### src/rtl/pipe_pkg.sv
// Shared pipeline definitions: reset PC, the nop encoding, the stage payload
// record reused by the D/E/M/W registers, and the skid-buffer occupancy encoding.
package pipe_pkg;

  localparam int          PKG_XLEN = 32;
  localparam logic [31:0] RESET_PC = 32'h0000_3000;
  localparam logic [31:0] NOP_IR   = 32'h0000_0000;

  // The data-memory field is called dmd because "do" is a reserved word.
  typedef struct packed {
    logic [PKG_XLEN-1:0] ir;
    logic [PKG_XLEN-1:0] pc;
    logic [PKG_XLEN-1:0] ao;
    logic [PKG_XLEN-1:0] dmd;
    logic                bd;
  } stage_payload_t;

  // Encoded as {main_valid, skid_valid}.
  typedef enum logic [1:0] {
    ST_EMPTY = 2'b00,
    ST_ONE   = 2'b10,
    ST_FULL  = 2'b11
  } skid_state_e;

endpackage

### src/rtl/pipe_skid_buf.sv
// Generic one-entry skid buffer for a flat payload. Handshake: a word moves on
// a clock edge where valid & ready are both high; valid never waits on ready.
module pipe_skid_buf
  import pipe_pkg::*;
#(
  parameter int W       = 129,
  parameter bit SKID_EN = 1'b1
) (
  input  logic         clk,
  input  logic         reset,
  input  logic         flush,
  input  logic         in_valid,
  output logic         in_ready,
  input  logic [W-1:0] in_data,
  input  logic         out_ready,
  output logic [W-1:0] out_data,
  output skid_state_e  state
);

  logic         main_valid;
  logic         skid_valid;
  logic [W-1:0] main_data;
  logic [W-1:0] skid_data;
  logic         in_xfer;
  logic         out_xfer;

  // With the skid present, in_ready is a pure register output.
  assign in_ready = SKID_EN ? !skid_valid : (out_ready || !main_valid);
  assign in_xfer  = in_valid && in_ready;
  assign out_xfer = main_valid && out_ready;
  assign out_data = main_data;
  assign state    = skid_state_e'({main_valid, skid_valid});

  always_ff @(posedge clk or negedge reset) begin
    if (!reset) begin
      main_valid <= 1'b0;
      skid_valid <= 1'b0;
      main_data  <= '0;
      skid_data  <= '0;
    end else if (flush) begin
      main_valid <= 1'b0;
      skid_valid <= 1'b0;
    end else if (skid_valid) begin
      if (out_xfer) begin
        main_data  <= skid_data;
        skid_valid <= 1'b0;
      end
    end else if (main_valid) begin
      if (in_xfer && out_xfer) begin
        main_data <= in_data;
      end else if (in_xfer && SKID_EN) begin
        skid_data  <= in_data;
        skid_valid <= 1'b1;
      end else if (out_xfer) begin
        main_valid <= 1'b0;
      end
    end else if (in_xfer) begin
      main_data  <= in_data;
      main_valid <= 1'b1;
    end
  end

endmodule

### src/rtl/wb_stage_reg.sv
// MEM->WB pipeline register: elastic stage over pipe_skid_buf that presents
// nop bubbles when empty, the jal link value out_pc8, flush and a stall counter.
module wb_stage_reg
  import pipe_pkg::*;
#(
  parameter int              XLEN     = 32,
  parameter logic [XLEN-1:0] RESET_PC = pipe_pkg::RESET_PC,
  parameter bit              SKID_EN  = 1'b1,
  parameter int              CNT_W    = 16
) (
  input  logic             clk,
  input  logic             reset,
  input  logic             in_valid,
  output logic             in_ready,
  input  logic [XLEN-1:0]  in_ir,
  input  logic [XLEN-1:0]  in_pc,
  input  logic [XLEN-1:0]  in_ao,
  input  logic [XLEN-1:0]  in_do,
  input  logic             in_bd,
  input  logic             flush,
  output logic             out_valid,
  input  logic             out_ready,
  output logic [XLEN-1:0]  out_ir,
  output logic [XLEN-1:0]  out_pc,
  output logic [XLEN-1:0]  out_pc8,
  output logic [XLEN-1:0]  out_ao,
  output logic [XLEN-1:0]  out_do,
  output logic             out_bd,
  output logic [CNT_W-1:0] stall_cnt
);

  localparam int W = 4 * XLEN + 1;

  logic [W-1:0]    in_data;
  logic [W-1:0]    main_data;
  skid_state_e     state;
  logic [XLEN-1:0] main_ir;
  logic [XLEN-1:0] main_pc;
  logic            main_bd;

  assign in_data = {in_ir, in_pc, in_ao, in_do, in_bd};
  assign {main_ir, main_pc, out_ao, out_do, main_bd} = main_data;

  pipe_skid_buf #(
    .W       (W),
    .SKID_EN (SKID_EN)
  ) u_skid (
    .clk       (clk),
    .reset     (reset),
    .flush     (flush),
    .in_valid  (in_valid),
    .in_ready  (in_ready),
    .in_data   (in_data),
    .out_ready (out_ready),
    .out_data  (main_data),
    .state     (state)
  );

  // An empty stage must look like a nop to write-back and forwarding.
  assign out_valid = state[1];
  assign out_ir    = out_valid ? main_ir : XLEN'(NOP_IR);
  assign out_pc    = out_valid ? main_pc : RESET_PC;
  assign out_bd    = out_valid && main_bd;
  assign out_pc8   = out_pc + XLEN'(8);

  always_ff @(posedge clk or negedge reset) begin
    if (!reset) begin
      stall_cnt <= '0;
    end else if (out_valid && !out_ready && (stall_cnt != '1)) begin
      stall_cnt <= stall_cnt + CNT_W'(1);
    end
  end

endmodule

### config.mk
export PLATFORM = sky130hd
export DESIGN_NAME = wb_stage_reg
export DESIGN_NICKNAME = d
export VERILOG_FILES = /design/src/rtl/pipe_pkg.sv /design/src/rtl/pipe_skid_buf.sv /design/src/rtl/wb_stage_reg.sv
export SDC_FILE = /design/constraint.sdc
export NUM_CORES = 1
export LEC_CHECK = 0
export ABC_AREA = 1
export ABC_CLOCK_PERIOD_IN_PS = 8200
export CORE_ASPECT_RATIO = 1.75
export CORE_MARGIN = 5
export CORE_UTILIZATION = 55
export DETAILED_ROUTE_END_ITERATION = 10
export MAX_ROUTING_LAYER = met4
export PLACE_DENSITY_LB_ADDON = 0.2
export SYNTH_ARGS = -nofsm -noshare
export SYNTH_HDL_FRONTEND = slang
export SYNTH_SLANG_ARGS = --single-unit
### constraint.sdc
create_clock -name clk -period 8.2 [get_ports clk]
set_input_delay 2.05 -clock clk [delete_from_list [all_inputs] [get_ports clk]]
set_output_delay 2.05 -clock clk [all_outputs]
set_load 0.03 [all_outputs]
## Yosys cells after proc, flatten, opt, wreduce, memory -nomap -nowiden

Index checks and enable logic that the tools add are counted.

- Bitwise logic cells: 3
- $lt $le $gt $ge: 0
- Reduce and logical (&&, ||, !) cells: 11
- Add/sub/neg operators: 2
- Shifts and indexed selects: 0
- Equal/unequal tests: 4
- Div/mod/pow operators: 0
- Multipliers: 0
- Mux-type cells: 18

Operator list:

| kind | count |
|---|---|
| 129-bit 2-to-1 mux | 5 |
| 32-bit 2-to-1 mux | 2 |
| 32-bit by 4-bit adder with 32-bit output (second input constant) | 1 |
| 16-bit by 1-bit adder with 16-bit output (second input constant) | 1 |
| 16-bit inequality test (second input constant) | 1 |
| 1-bit 2-to-1 mux | 11 |
| 1-bit logical AND | 6 |
| 5-bit AND reduction | 1 |
| 2-bit inequality test (second input constant) | 2 |
| 4-bit AND reduction | 1 |
| 3-bit inequality test (second input constant) | 1 |
| 1-bit NOT | 3 |
| 3-bit nonzero test | 1 |
| 1-bit logical NOT | 2 |

- Input bits: 134
- Output and inout bits: 179
- Word-level logic and storage cells: 43
- Bits in latches: 0
- Memories: 0
- RAM bits: 0
- Register bits: 276
- Bits in read-only memories: 0

## Depth between registers and ports, before layout

- Depth in word-level cells: 7
- Mapped depth: 12
- Gate-level depth less buffers: 9

## Modules after synthesis

Synthesis repeated with hierarchy kept, for this count alone.

- Cells, all modules: 2194
- Area total of the unflattened synthesis: 15640.0 um2

Modules (own cells, without submodules):

| module | cells an instance | area an instance (um2) | sequential area each (um2) | times used |
|---|---|---|---|---|
| pipe_skid_buf | 1712 | 13090.1 | 6506.2 | 1 |
| wb_stage_reg | 482 | 2549.9 | 400.4 | 1 |

## Worst setup path before layout

Ideal clock, no wire load.

- Path kind: register -> output
- From: register u_skid.main_valid
- To: output port out_pc8[19]
- Slack: 3.269 ns
- Data arrival time: 2.881 ns
- Required time: 6.150 ns
- Stages on the path, launching flop included: 11
- Path buffers: 3
- Cell sequence: dfrtp_1 -> buf_6 -> buf_2 -> buf_2 -> nand2_1 -> inv_1 -> ha_1 -> nand3_1 -> nor2_1 -> nand2_1 -> xor2_1

- Word-level cells in the longest chain between the ends: 2

Ends and longest elaborated chain:

| what | RTL line | RTL |
|---|---|---|
| start: declaration | pipe_skid_buf.sv:20 | `logic main_valid;` |
| start signal: assignment | pipe_skid_buf.sv:36 | `main_valid <= 1'b0;` |
| start signal: assignment | pipe_skid_buf.sv:41 | `main_valid <= 1'b0;` |
| start signal: assignment | pipe_skid_buf.sv:55 | `main_valid <= 1'b0;` |
| 32-bit 2-to-1 mux | wb_stage_reg.sv:62 | `assign out_pc = out_valid ? main_pc : RESET_PC;` |
| net out_pc[3] | wb_stage_reg.sv:24 | `output logic [XLEN-1:0] out_pc,` |
| 32-bit by 4-bit adder with 32-bit output | wb_stage_reg.sv:64 | `assign out_pc8 = out_pc + XLEN'(8);` |
| end: declaration | wb_stage_reg.sv:25 | `output logic [XLEN-1:0] out_pc8,` |

The timed path passes the listed nets, and every way through them passes these cells.

## Worst setup path in the final report

- From: register u_skid.main_valid
- To: output port out_pc8[19]

- Word-level cells in the longest chain between the ends: 2

Ends and longest elaborated chain:

| what | RTL line |
|---|---|
| 32-bit 2-to-1 mux | wb_stage_reg.sv:62 |
| 32-bit by 4-bit adder with 32-bit output | wb_stage_reg.sv:64 |

No other way between the ends.

==> flow_summary.toml <==
[timing]
max_slew_margin = 0.197
grt_setup_unrepaired = "no"
final_hold_viol_count = 0
tightest_slew_ns = 1.20
skew_ns = 0.0195
setup_ws_ns = 2.62
setup_tns_ns = 0
setup_viol = 0
fin_crit_ns = 5.58
whs_ns = 0.481
slew_violations = 0
max_clock_freq_mhz = 179
finalCritPeriodShare = 0.681

[placement]
dp_hpwl_mm = 26.3
pre_cts_ws_ns = 3.08
place.gp.congestion = 0.924
placed_cell_area_um2 = 16900
port_buffers = 312

[critical_path]
path_common_cell = "nand2_1"
required_ns = 6.15
cp-end-kind = "output pin"
crit_type = "reg2out"
slowest_delay_ns = 1.07
path_cells = "nand2_1 > inv_1 > ha_1 > nand3_1 > nor2_1 > nand2_1 > xor2_1 > clkdlybuf4s50_1"
worstPathMaxFanout = 94
cp_data_arrival_time_ns = 3.53
cpMaxStageDelayCell = "dfrtp_4"
start_kind = "flip-flop"

[drt]
wire_per_inst_um = 15.6
drtAntennaViolNets = 0
firstDrtPassIters = 5
viasPerCell = 5.22
remaining_drc_errors = 0
routed-via-count = 12845
wirelength_mm = 38.5
drt_iter0_markers = 883

[logic_synthesis]
syn_avg_cell_area_um2 = 7.41
synthTopCellsByArea = "dfrtp_1, nand2_1, o21ai_0, inv_1, buf_4"
yosysTopAreaCell = "dfrtp_1"
synth_top_area_frac = 0.480
syn_area_um2 = 14400
synth_warnings = 0
synth-seq-area-share = 0.480
syn-num-nets = 2078
ys_ff_latch = 276
synth_cell_types = 28
synth_cells = 1942

[cts]
cts.sinks = 276
cts_inserted_buffers = 26
cts-resized-gates = 0
cts_setup_buffers = 0
cts-hold-fix-buffers = 0
cts_buffer_depth = 3
clock-root-buffer = "clkbuf_16"
path_clk_slew_ns = 0.06
htreeDepth = 1
clk_latency_ns = 0.54
cts_tree = "built"

[floorplan]
pin_count = 313
die_w_um = 132
num_rows = 78
initial_utilization = 0.557
core_um2 = 25900
die_y_um = 224
dieArea_um2 = 29600

[global_routing]
met1_usage = 0.301
grt_overflow = 0
top_usage_layer = "met2"
gr-usage-all-layers = 0.260
grt_pass1_wl_mm = 62.3
grt_antenna_before_repair = 3
grt_util_met3 = 0.0472
use_met2 = 0.434
grt_max_degree = 138
grt_pass1_vias = 12540

[run]
drv_cap = 0

[status]
status = "finished clean"

[power]
vdd_drop_max_uv = 244
total_power_mw = 4.34
leakage_nw = 8.86
power_density_nw_per_um2 = 243

[cells_and_area]
area_delta_synth_final_pct = 24.0
finalInstanceArea_um2 = 17900
nets = 2253
layout-drive-gt1-share = 0.0365

[hold_path]
min_path_type = "reg2reg"
## critical path, delay by kind of cell, from the launching register on
family / cells / cell delay, ns
and+or+nand+nor: 4 / 0.75
DFF: 1 / 1.07
adders and majority gates: 1 / 0.22
xor gates and xnor gates: 1 / 0.13
buffers and inverters: 2 / 0.82
## cell type report
cell class / instances / area (um2)
clock buffer: 42 / 842
antenna: 3 / 7.51
inverter: 241 / 905
timing repair buffer: 322 / 3220
sequential: 276 / 6910
fill: 2187 / 8010
tap: 320 / 400
multi-input combinational: 1250 / 5510
clock inverter: 5 / 55.1
## Yosys cell counts
cell type / count
a21oi_1: 3
ha_1: 2
nor2_4: 4
nor2_1: 48
buf_2: 34
inv_1: 237
a211oi_1: 2
nand4_1: 16
clkbuf_1: 50
xnor2_1: 5
nand3_1: 50
nand2_4: 1
dfrtp_1: 276
o21ai_0: 371
a21oi_4: 1
nand3_2: 1
nand2_1: 692
nor3_1: 3
xor2_1: 12
o21ai_1: 24
inv_2: 4
and2_1: 2
buf_6: 11
a21oi_2: 1
nand2_2: 4
nor2_2: 6
nand3b_1: 2
buf_4: 80
## routing by layer
metal	wire [um]	vias up	share of wire
li1	-	6301	-
met1	14400	6017	0.38
met2	19300	434	0.50
met3	2600	93	0.068
met4	2100	0	0.055
met5	0	-	0
## state kept, by name, indices dropped and copies added (netlist names)
signal,count
u_skid.out_data,129
u_skid.skid_data,129
stall_cnt,16
u_skid.skid_valid,1
u_skid.main_valid,1
## cell usage in the layout, fill, tap and decap left out, types with 2 or more instances in the layout
master           Yosys  routed
a211oi_1             2       2
clkinv_2             0       2
dfrtp_4              0       2
ha_1                 2       2
inv_2                4       4
xor2_1              12      12
inv_1              237     237
nor2_2               6       6
xnor2_1              5       5
nand2_1            692     692
nor2_4               4       4
clkbuf_16            0      27
o21ai_0            371     371
diode_2              0       3
buf_4               80       9
dfrtp_1            276     274
clkbuf_8             0      11
nor2_1              48      48
nand4_1             16      16
nand2_2              4       4
clkinvlp_4           0       2
and2_1               2       2
o21ai_1             24      24
clkdlybuf4s50_1      0     311
nand3b_1             2       2
a21oi_1              3       3
nand3_1             50      50
clkbuf_1            50       4
nor3_1               3       3
## report_power, final
group	switching (mW)	internal, mW	total [mW]
Combinational	0.703	0.462	1.17
Clock	0.515	0.732	1.25
Sequential	0.233	1.69	1.92
Total	1.45	2.88	4.34
## per-stage QoR
step | util | instances
final | 0.690 | 2459
after CTS | 0.690 | 2456
after global placement | 0.655 | 2409
after floorplan | - | 1942
after global routing | 0.690 | 2459
after detailed placement | 0.655 | 2409
## cell families after synthesis
logic type | share of synthesized area
and+or+nand+nor | 0.229
AOI/OAI and AO/OA | 0.141
adders and majority gates | 0.00174
buffers and inverters | 0.138
DFF | 0.480
xor gates and xnor gates | 0.0103
## worst paths after layout
| kind | from | to | slack, ns | depth (start not counted) |
|---|---|---|---|---|
| setup / recovery | u_skid.main_valid | out_pc8[19] | 2.62 | 8 |
| hold / removal | u_skid.out_data[125] | u_skid.out_data[125] | 0.48 | 2 |
| setup reg to reg | u_skid.main_valid | u_skid.skid_data[11] | 4.42 | 6 |
| hold reg to reg | u_skid.out_data[125] | u_skid.out_data[125] | 0.48 | 2 |
| max in group asynchronous | reset | u_skid.skid_valid | 5.04 | 2 |
| min in group asynchronous | reset | stall_cnt[9] | 1.58 | 1 |
Power figures use the tool's default switching activity.
